$ cat src/rtl/btn_conditioner.sv
`default_nettype none
// ============================================================================
// Module   : btn_conditioner
// Brief    : Per-channel button synchroniser, tick-qualified debouncer and
//            press/release/long-press/toggle decoder.
// Revision : 1.0
// ============================================================================
module btn_conditioner #(
    parameter int CHANNELS = 5,
    parameter int DEBOUNCE = 4,
    parameter int LONG     = 64
) (
    input  logic                clk,
    input  logic                rst_n,
    input  logic                i_tick,
    input  logic [CHANNELS-1:0] i_btn_in,
    output logic [CHANNELS-1:0] o_level,
    output logic [CHANNELS-1:0] o_press,
    output logic [CHANNELS-1:0] o_release,
    output logic [CHANNELS-1:0] o_long_press,
    output logic [CHANNELS-1:0] o_toggle
);

    localparam int              C_DW    = (DEBOUNCE > 1) ? $clog2(DEBOUNCE) : 1;
    localparam int              C_HW    = $clog2(LONG + 1);
    localparam logic [C_DW-1:0] C_DLAST = C_DW'(DEBOUNCE - 1);
    localparam logic [C_HW-1:0] C_HMAX  = C_HW'(LONG);
    localparam logic [C_HW-1:0] C_HFIRE = C_HW'(LONG - 1);

    for (genvar g = 0; g < CHANNELS; g++) begin : g_ch
        logic            r_s1_q, r_s2_q, r_level_q, r_press_q, r_release_q;
        logic            r_long_press_q, r_toggle_q;
        logic            w_s1_d, w_s2_d, w_level_d, w_press_d, w_release_d;
        logic            w_long_press_d, w_toggle_d;
        logic [C_DW-1:0] r_dcnt_q, w_dcnt_d;
        logic [C_HW-1:0] r_hcnt_q, w_hcnt_d;

        always_comb begin
            w_s1_d         = i_btn_in[g];
            w_s2_d         = r_s1_q;
            w_level_d      = r_level_q;
            w_dcnt_d       = r_dcnt_q;
            w_hcnt_d       = r_hcnt_q;
            w_press_d      = 1'b0;
            w_release_d    = 1'b0;
            w_long_press_d = 1'b0;

            if (i_tick) begin
                if (r_s2_q != r_level_q) begin
                    if (r_dcnt_q == C_DLAST) begin
                        w_level_d   = r_s2_q;
                        w_dcnt_d    = '0;
                        w_press_d   = r_s2_q;
                        w_release_d = ~r_s2_q;
                    end else begin
                        w_dcnt_d = r_dcnt_q + C_DW'(1);
                    end
                end else begin
                    w_dcnt_d = '0;
                end
            end

            // A press edge always has level low, so this clear also covers it
            if (!r_level_q) begin
                w_hcnt_d = '0;
            end else if (i_tick && (r_hcnt_q != C_HMAX)) begin
                w_hcnt_d       = r_hcnt_q + C_HW'(1);
                w_long_press_d = (r_hcnt_q == C_HFIRE);
            end

            w_toggle_d = r_toggle_q ^ w_press_d;
        end

        always_ff @(posedge clk) begin
            if (!rst_n) begin
                r_s1_q         <= 1'b0;
                r_s2_q         <= 1'b0;
                r_level_q      <= 1'b0;
                r_dcnt_q       <= '0;
                r_hcnt_q       <= '0;
                r_press_q      <= 1'b0;
                r_release_q    <= 1'b0;
                r_long_press_q <= 1'b0;
                r_toggle_q     <= 1'b0;
            end else begin
                r_s1_q         <= w_s1_d;
                r_s2_q         <= w_s2_d;
                r_level_q      <= w_level_d;
                r_dcnt_q       <= w_dcnt_d;
                r_hcnt_q       <= w_hcnt_d;
                r_press_q      <= w_press_d;
                r_release_q    <= w_release_d;
                r_long_press_q <= w_long_press_d;
                r_toggle_q     <= w_toggle_d;
            end
        end

        assign o_level[g]      = r_level_q;
        assign o_press[g]      = r_press_q;
        assign o_release[g]    = r_release_q;
        assign o_long_press[g] = r_long_press_q;
        assign o_toggle[g]     = r_toggle_q;
    end

endmodule
`default_nettype wire

$ cat config.mk
export PLATFORM = sky130hd
export DESIGN_NAME = btn_conditioner
export DESIGN_NICKNAME = d
export VERILOG_FILES = /design/src/rtl/btn_conditioner.sv
export SDC_FILE = /design/constraint.sdc
export NUM_CORES = 1
export LEC_CHECK = 0
export CORE_UTILIZATION = 51
export CTS_CLUSTER_DIAMETER = 120
export DETAILED_ROUTE_END_ITERATION = 8
export PLACE_DENSITY = 0.71
export REMOVE_ABC_BUFFERS = 1
export SYNTH_ARGS = -nofsm -noshare
export SYNTH_HDL_FRONTEND = slang
export SYNTH_SLANG_ARGS = --single-unit
$ cat constraint.sdc
create_clock -name clk -period 1.9 [get_ports clk]
set_clock_uncertainty 0.15 [all_clocks]
set_input_delay 0.19 -clock clk [delete_from_list [all_inputs] [get_ports clk]]
set_output_delay 0.19 -clock clk [all_outputs]
set_load 0.05 [all_outputs]
==> Implementation_results.wiki <==
{| class="wikitable"
! Metric !! Value
|-
| Run status || finished, final reports clean
|-
| Crit-path max FO || 2
|-
| Hold crit path type || input port to flip-flop
|-
| Ordered cell list for the critical path || clkdlybuf4s50_1
|-
| Final standard cell count with taps included and fillers excluded || 511
|-
| Via count of the first global-routing pass || 2299
|-
| Max_slew headroom || 0.659
|-
| I/O pins || 33
|-
| Post-place instance area || 3870 µm²
|-
| Detailed-route vias per instance || 5.16
|-
| Mean Syn Cell Area || 9.11 µm²
|-
| Transition time at the pin with the least slew margin || 0.510 ns
|-
| Worst setup startpoint || g_ch[1].r_toggle_q$_SDFF_PN0_
|-
| Post-Synthesis Cells || 393
|-
| Setup_tns || 0 ns
|-
| Total global routing track utilization || 0.173
|-
| CP delay by family, top || buffers and inverters
|-
| CTS Root Cell || clkbuf_8
|-
| Final hold violation count || 0
|-
| Number of flops mapped to enable cells by yosys || 0
|-
| Initial standard-cell utilization of the core || 0.527
|-
| Endpoint type of the worst setup path || output port
|-
| Cell types occupying the most area after synthesis || dfxtp_1, buf_4, nand2_1
|-
| Remaining antenna violation count || 0
|-
| Sinks on the clock net || 80
|-
| IO Port Bufs || 32
|-
| Arrival time at the worst endpoint || 1.50 ns
|-
| Number of cells on the worst reg-to-reg path || 5
|-
| Die Width || 85.8 µm
|-
| Cell type with the largest total area after synthesis || dfxtp_1
|-
| Clock-pin slew of the registers on the worst-case setup and hold paths || 0.09 ns
|-
| Launching element type of the critical path || flip-flop
|-
| R2R setup slack || 0.31 ns
|-
| Termination of the worst setup path || o_toggle[1]
|-
| Cell Pwr Density || 766 nW/µm²
|-
| GRT overflow || 0
|-
| Yosys warning total || 0
|-
| Origin of the critical flop-to-flop path || g_ch[2].r_hcnt_q[0]$_SDFFE_PN0P_
|-
| First-iteration detailed-routing DRC count || 112
|-
| # hold bufs at CTS || 0
|-
| Cell variety after synth || 30
|-
| Post-Synthesis Cell Area || 3580 µm²
|-
| Final Setup Violations || 0
|-
| Primary FF master, synth || dfxtp_1
|-
| Area growth from synthesis to layout || 14.4%
|-
| Area inside the core boundary || 6790 µm²
|-
| Number of inserted diodes || 0
|-
| Final Max Tran Viols || 0
|-
| Number of vias after detailed routing || 2638
|-
| Endpoint of the worst register-to-register path || g_ch[2].r_hcnt_q[2]$_SDFFE_PN0P_
|-
| Final routed wire length divided by cell count || 11.7 µm
|-
| Commonest non-fill, non-tap cells in the layout || dfxtp_1, nand2_1, nand3_1
|-
| Crit Path Category || flip-flop to output port
|-
| Largest net degree at the start of global routing || 49
|-
| Fraction of final layout cells with drive strength greater than 1 || 0.0964
|-
| Maximum buffer depth of the clock tree || 2
|-
| Unrepaired setup endpoints after global routing || no
|-
| # Max-Cap Violations || 0
|-
| Crit share post-route || 0.968
|-
| Number of remaining DRC errors || 0
|-
| TritonCTS clock tree || yes
|-
| Worst Path Required || 1.56 ns
|-
| H-Tree Depth || 3
|-
| CP Depth || 1
|-
| First-pass GRT wire length || 10.0 mm
|-
| DIE AREA || 7360 µm²
|-
| Leading cell type in the layout, fill and taps excluded || dfxtp_1
|-
| Final WL || 5.99 mm
|-
| Half-perimeter wire length after placement || 4.12 mm
|-
| Peak per-stage delay on the critical path || 0.80 ns
|-
| Post-synthesis async set-or-reset flop share || 0
|-
| Total number of nets in the final design || 433
|-
| Worst Hold Margin || 0.262 ns
|-
| Largest vdd supply drop || 0.512 mV
|-
| Leakage component of the power || 1.54 nW
|-
| Post-layout worst setup margin || 0.0599 ns
|-
| Skew-Pair Late Insertion Delay || 0.35 ns
|-
| Final Wtd Congestion || 0.778
|-
| Register bit total from synthesis || 80
|-
| Post-synth top area share || 0.447
|-
| Post-layout instance area || 4100 µm²
|-
| Final critical-path required period || 1.84 ns
|-
| Pre-CTS setup slack || 0.0216 ns
|-
| First-pass iteration count of the detailed router || 4
|-
| Die Span Y || 85.8 µm
|-
| Worst path slowest cell || clkdlybuf4s50_1
|-
| Number of antenna violations at the first check in global routing || 0
|-
| Max Freq || 0.543 GHz
|-
| FP Rows || 30
|-
| Number of buffers and inverters on the critical path || 1
|-
| Number of buffers added by the clock tree synthesis step || 9
|-
| Sequential element share of the synthesized area || 0.447
|-
| Placed cell count || 495
|}
==> cells by family after synthesis <==
family | count (synthesis) | synth area share
fa+ha+maj | 15 | 0.0524
xor+xnor | 20 | 0.0489
compound gates | 50 | 0.0905
flops | 80 | 0.447
mux | 10 | 0.0279
buf+inv | 50 | 0.0835
simple gates | 168 | 0.250
==> layout make-up <==
| cell class | instances | area (µm²) |
|---|---|---|
| Multi-Input combinational cell | 263 | 1680 |
| Sequential cell | 80 | 1600 |
| Fill cell | 616 | 2700 |
| Inverter | 12 | 45.0 |
| Clock inverter | 7 | 96.3 |
| Timing Repair Buffer | 44 | 430 |
| Tap cell | 96 | 120 |
| Clock buffer | 9 | 124 |
==> where the power goes <==
group          switching (mW)  internal [mW]  total, mW
Combinational          0.0506         0.0484     0.0989
Clock                   0.605          0.739       1.34
Sequential            0.00918           1.69       1.70
Total                   0.665           2.47       3.14
==> how the worst min path moves through the flow <==
stage,start,to,slack [ns],depth (start not counted)
3_3_place_gp,g_ch[1].r_s1_q$_SDFF_PN0_,g_ch[1].r_s2_q$_SDFF_PN0_,0.26,1
5_1_grt,i_btn_in[2],g_ch[2].r_s1_q$_SDFF_PN0_,0.25,2
6_report,i_btn_in[1],g_ch[1].r_s1_q$_SDFF_PN0_,0.26,2
3_5_place_dp,g_ch[1].r_s1_q$_SDFF_PN0_,g_ch[1].r_s2_q$_SDFF_PN0_,0.27,1
2_1_floorplan,rst_n,g_ch[0].r_s1_q$_SDFF_PN0_,0.16,1
4_1_cts,i_btn_in[1],g_ch[1].r_s1_q$_SDFF_PN0_,0.25,2
==> synthesized netlist by cell type (3+ instances only) <==
| library cell | instances |
|---|---|
| dfxtp_1 | 80 |
| nand2_1 | 52 |
| nand3_1 | 33 |
| buf_4 | 27 |
| and2_1 | 23 |
| a21boi_0 | 15 |
| a21oi_1 | 15 |
| ha_1 | 15 |
| nor2_1 | 15 |
| xor2_1 | 15 |
| inv_1 | 12 |
| mux2i_1 | 10 |
| o21ai_0 | 10 |
| or3_1 | 10 |
| nor4_1 | 9 |
| buf_2 | 8 |
| nor3b_1 | 8 |
| nand4_1 | 6 |
| nand4b_1 | 5 |
| xnor2_1 | 5 |
| a2111oi_0 | 4 |
| nand4_2 | 4 |
| a31o_2 | 3 |
| clkbuf_1 | 3 |
==> per-layer routing <==
metal | share of wire | global-route usage
met1 | 0.47 | 0.209
met2 | 0.47 | 0.287
met3 | 0.044 | 0.0635
met4 | 0.012 | 0.0545
met5 | 0 | 0
==> timing repair <==
| action | 4_1_cts | 5_1_grt |
|---|---|---|
| buffers inserted | 0 | 0 |
| gates resized for setup | 0 | 3 |
| endpoints found under the hold margin | 0 | 0 |
| setup endpoints to repair | 0 | 3 |
==> registers in the layout, summed over array words and instances (netlist names) <==
name	count
g_ch.r_s2_q	5
g_ch.r_toggle_q	5
g_ch.r_dcnt_q	10
g_ch.r_press_q	5
g_ch.r_s1_q	5
g_ch.r_long_press_q	5
g_ch.r_release_q	5
g_ch.r_hcnt_q	35
g_ch.r_level_q	5
==> metrics by stage <==
step	util	power, mW
CTS	0.602	3.18
global route	0.603	3.27
detailed placement	0.570	1.84
finish	0.603	3.14
floorplan	-	1.77
global placement	0.570	1.83
(Power assumes the default switching activity.)
